### config.mk
export PLATFORM = sky130hd
export DESIGN_NAME = mw_chk_fifo
export DESIGN_NICKNAME = d
export VERILOG_FILES = /design/src/rtl/mw_chk_fifo.sv
export SDC_FILE = /design/constraint.sdc
export NUM_CORES = 1
export LEC_CHECK = 0
export ABC_AREA = 1
export CAP_MARGIN = 20
export CORE_MARGIN = 10
export CORE_UTILIZATION = 59
export DETAILED_ROUTE_END_ITERATION = 12
export MAX_ROUTING_LAYER = met4
export PLACE_DENSITY_LB_ADDON = 0.25
export SLEW_MARGIN = 20
export SYNTH_ARGS = -nofsm -noshare
export SYNTH_HDL_FRONTEND = slang
export SYNTH_SLANG_ARGS = --single-unit
### constraint.sdc
create_clock -name clk -period 5.33 [get_ports clk]
set_input_delay 1.3325 -clock clk [delete_from_list [all_inputs] [get_ports clk]]
set_output_delay 1.3325 -clock clk [all_outputs]
set_load 0.02 [all_outputs]
### src/rtl/mw_chk_fifo.sv
// Synchronous FIFO holding expected writes; DEPTH must be a power of two (>= 2)
// so the read/write pointers wrap by natural overflow.
module mw_chk_fifo #(
  parameter int W     = 64,
  parameter int DEPTH = 8
) (
  input  logic                         clk,
  input  logic                         reset,
  input  logic                         push,
  input  logic [W-1:0]                 wdata,
  input  logic                         pop,
  output logic [W-1:0]                 rdata,
  output logic                         full,
  output logic                         empty,
  output logic [$clog2(DEPTH+1)-1:0]   count
);

  localparam int PW = $clog2(DEPTH);
  localparam int CW = $clog2(DEPTH+1);

  logic [W-1:0]  mem [DEPTH];
  logic [PW-1:0] wr_ptr;
  logic [PW-1:0] rd_ptr;
  logic          push_ok;
  logic          pop_ok;

  assign full    = (count == CW'(DEPTH));
  assign empty   = (count == '0);
  assign push_ok = push && !full;
  assign pop_ok  = pop && !empty;
  assign rdata   = mem[rd_ptr];

  always_ff @(posedge clk) begin
    if (push_ok) mem[wr_ptr] <= wdata;
  end

  always_ff @(posedge clk) begin
    if (reset) begin
      wr_ptr <= '0;
      rd_ptr <= '0;
      count  <= '0;
    end else begin
      if (push_ok) wr_ptr <= wr_ptr + PW'(1);
      if (pop_ok)  rd_ptr <= rd_ptr + PW'(1);
      case ({push_ok, pop_ok})
        2'b10:   count <= count + CW'(1);
        2'b01:   count <= count - CW'(1);
        default: count <= count;
      endcase
    end
  end

endmodule

==> key figures <==
Worst hold path
  – Hold Path End: wr_ptr[0]$_SDFFE_PP0P_
  – Hold WC Path Type: reg -> reg
  – Hold Startpoint: wr_ptr[0]$_SDFFE_PP0P_
  – Hold depth: 2

Critical path
  – R2R depth: 7
  – Setup crit end kind: primary output
  – Worst setup SP type: flip-flop
  – R2R setup slack: around 2.8 ns
  – Max stage delay on crit path: 0.80 ns
  – CP arrival: 3.10 ns
  – Critical R2R Launch: count[2]$_SDFFE_PP0P_
  – Buf+Inv Stages, Crit Path: 2
  – CP delay by family, top: buffers and inverters
  – R2r endpoint: mem[7][42]$_DFFE_PP_
  – Crit-path slowest cell: buf_4
  – Cells along the critical path: buf_4 > nor2_1 > nor2_1 > o21ai_0 > o21ai_1 > nand2_1 > nand2_1 > clkdlybuf4s50_1
  – CP Class: reg -> out
  – Worst Path Max Fanout: 88
  – Worst Path Required: 4.00 ns

STA
  – Worst Tran Pin Value: approximately 1.0 ns
  – Setup Skew: between 0.02 and 0.025 ns
  – Setup TNS Final: 0 ns
  – RSZ-0062 raised after global routing: false
  – Slew Limit Fails: 0
  – Final Cycle Share: around 83%
  – F_max: between 200 and 250 MHz
  – Final min period: around 4.4 ns
  – Worst slew margin: 31.2%
  – Setup-failing EPs final: 0
  – Final hold viol count: 0
  – Hold slack: 0.487 ns

Cells and area
  – P&R area growth vs syn: 16.6%
  – Commonest non-fill, non-tap cell in the layout: edfxtp_1
  – Final core occ: 69.5%
  – Layout cell share with drive strength beyond 1: 5.96%
  – Most frequent cells in the layout: edfxtp_1 (512), nor2_1 (262), o21ai_0 (228)
  – Net count, final: 1730
  – Fin cells: roughly 2200

Global route
  – M3 GR Usage: 4.04%
  – Busiest layer in global routing: met2
  – M1 GR Usage: between 20% and 30%
  – Overall overflow remaining after global route: 0
  – Antenna violations before repair: 6
  – First-pass GRT wire length: 67.7 mm
  – Maximum number of pins on one net before global-route repair: between 150 and 200
  – GRT met2 Usage: around a third
  – Vias in the first global route: around 12000
  – Global Route Usage Sum: around a fifth

CTS
  – Clk_lat worst skew: 0.57 ns
  – Post-CTS resize count: 0
  – Clock Pin Slew Worst Setup and Hold Paths: 0.06 ns
  – CTS H-tree depth: 2
  – CTS tree: yes
  – Hold_buf cts: 0
  – Clock sink count: 525
  – CTS max path bufs: 3
  – Post-CTS setup repair buffer count: 0
  – TritonCTS Buffers: slightly above 50
  – Clk Tree Root Cell: clkbuf_16

Power
  – Cell Pwr Density: 455 mW/mm^2
  – Worst vdd ir: 0.000340 V
  – Static Leakage: between 8 and 9 nW
  – Total Power: 10.9 mW

Routing
  – Post-DRT Antenna Nets: 0
  – Wire per inst: 20.4 um
  – Routed wire length: 44.0 mm
  – Post-detailed-route DRC marker count: 0
  – Vias/cell: 5.74
  – Starting DRT DRC Count: a little over 1000
  – Via count: 12373
  – DR pass1 iterations: 5

Floorplanning
  – Core box area: 0.0345 sq mm
  – Die W: 207 um
  – Die Height: 207 um
  – Die area: 0.0427 sq mm
  – Row cnt: 68
  – Starting Density: between 50% and 60%
  – Ports: 138

Logic synthesis
  – Yosys reg bits: between 500 and 600
  – Post-synth EDFFs: 512
  – Most used DFF post-synth: edfxtp_1
  – Async set or reset register ratio after synthesis: 0%
  – Mapped Avg Cell Area: about 13 sq um
  – Largest area contributor in the netlist: edfxtp_1
  – Post-synth net total: between 1500 and 2000
  – Synth cell types: 25
  – Mapped cell area: 0.0205 sq mm
  – Sequential area share after synthesis: about three quarters
  – Synth Warn #: 0
  – Post-synth top area share: roughly 75%
  – Mapped Cells: between 1500 and 2000
  – Ranking of synthesized cells by area: edfxtp_1 (75%), o21ai_0 (5.6%), nor2_1 (4.9%), nand2_1 (3.9%), mux2i_1 (3.1%)

Run status
  – Outcome: finished clean

Job
  – MaxCap Viol Count: 0

Placed design
  – Hpwl dp: between 20 and 25 mm
  – Cell Count Post-Placement: 2059
  – GPL Wtd Cong: 0.790
  – IO buf count: around 140
layout make-up:
| class | instances | area (sq um) |
|---|---|---|
| clock inverters | 20 | 115 |
| diodes | 6 | 15.0 |
| multi-input cells | 897 | 4410 |
| inverters | 20 | 80.1 |
| well taps | 455 | 569 |
| fillers | 2300 | 10500 |
| clock buffers | 70 | 1410 |
| flip-flops and latches | 525 | 15600 |
| repair buffers | 162 | 1710 |
state kept, by name (all words and copies together) (netlist names), named ones only:
register	cells
count	4
mem	512
rd_ptr	3
wr_ptr	3
routing by layer:
| metal | vias to the layer above | share of wire (%) |
|---|---|---|
| met5 | - | 0 |
| met4 | 0 | 1.6 |
| met3 | 63 | 6.7 |
| met2 | 416 | 50 |
| met1 | 6089 | 42 |
| li1 | 5805 | - |
kinds of logic (layout without fill, tap and decap cells):
kind of cell | Yosys count | count (layout) | share of synthesized area, %
adders and majority gates | 5 | 5 | 0.305
buffers and inverters | 111 | 272 | 2.70
DFF | 525 | 525 | 76.1
muxes | 64 | 64 | 3.12
AOI/OAI and AO/OA | 333 | 333 | 8.52
xor gates and xnor gates | 3 | 3 | 0.128
and+or+nand+nor | 492 | 492 | 9.09
other | 0 | 6 | 0
worst register-to-register path, cell delays in order, from the launching register on:
cell and delay [ns]:
dfxtp_1 0.39, inv_1 0.11, nand3_1 0.14, nand2_1 0.20, nor2_1 0.15, inv_1 0.17
nor2_4 0.64, buf_4 0.43
synthesized netlist by cell type (all sizes together) (2+ instances only):
cell and instances:
o22ai 64, nor2 270, o21ai 260, a21oi 8
edfxtp 512, dfxtp 13, xnor2 2, nand3 6
nor3 2, nor3b 2, buf 42, clkbuf 49
ha 5, mux2i 64, inv 20, nand2 211
stage by stage:
step / cell area (sq um) / setup WS (ns)
after floorplan: 20500 / 0.516
after global placement: 22400 / 1.59
after detailed placement: 22400 / 1.56
after CTS: 23900 / 0.872
after global routing: 23900 / 0.716
final: 23900 / 0.901
where the power goes:
group	switching (mW)	internal [mW]	leakage (nW)
registers	0.0805	4.80	4.75
clock network	1.41	1.89	0.745
logic	1.71	1.01	2.52
how the worst max path moves through the flow:
stage               slack (ns)      start                  end  depth (start not counted)
detailed placement        1.56  flip-flop            rdata[57]                          8
CTS                       0.87  flip-flop             rdata[4]                          8
global route              0.72  flip-flop            rdata[54]                          6
global placement          1.59  flip-flop             rdata[8]                          8
floorplan                 0.52       push  mem[1][0]$_DFFE_PP_                          4
finish                    0.90  flip-flop             rdata[4]                          8
Note: power is estimated with default switching activity, not from simulation.
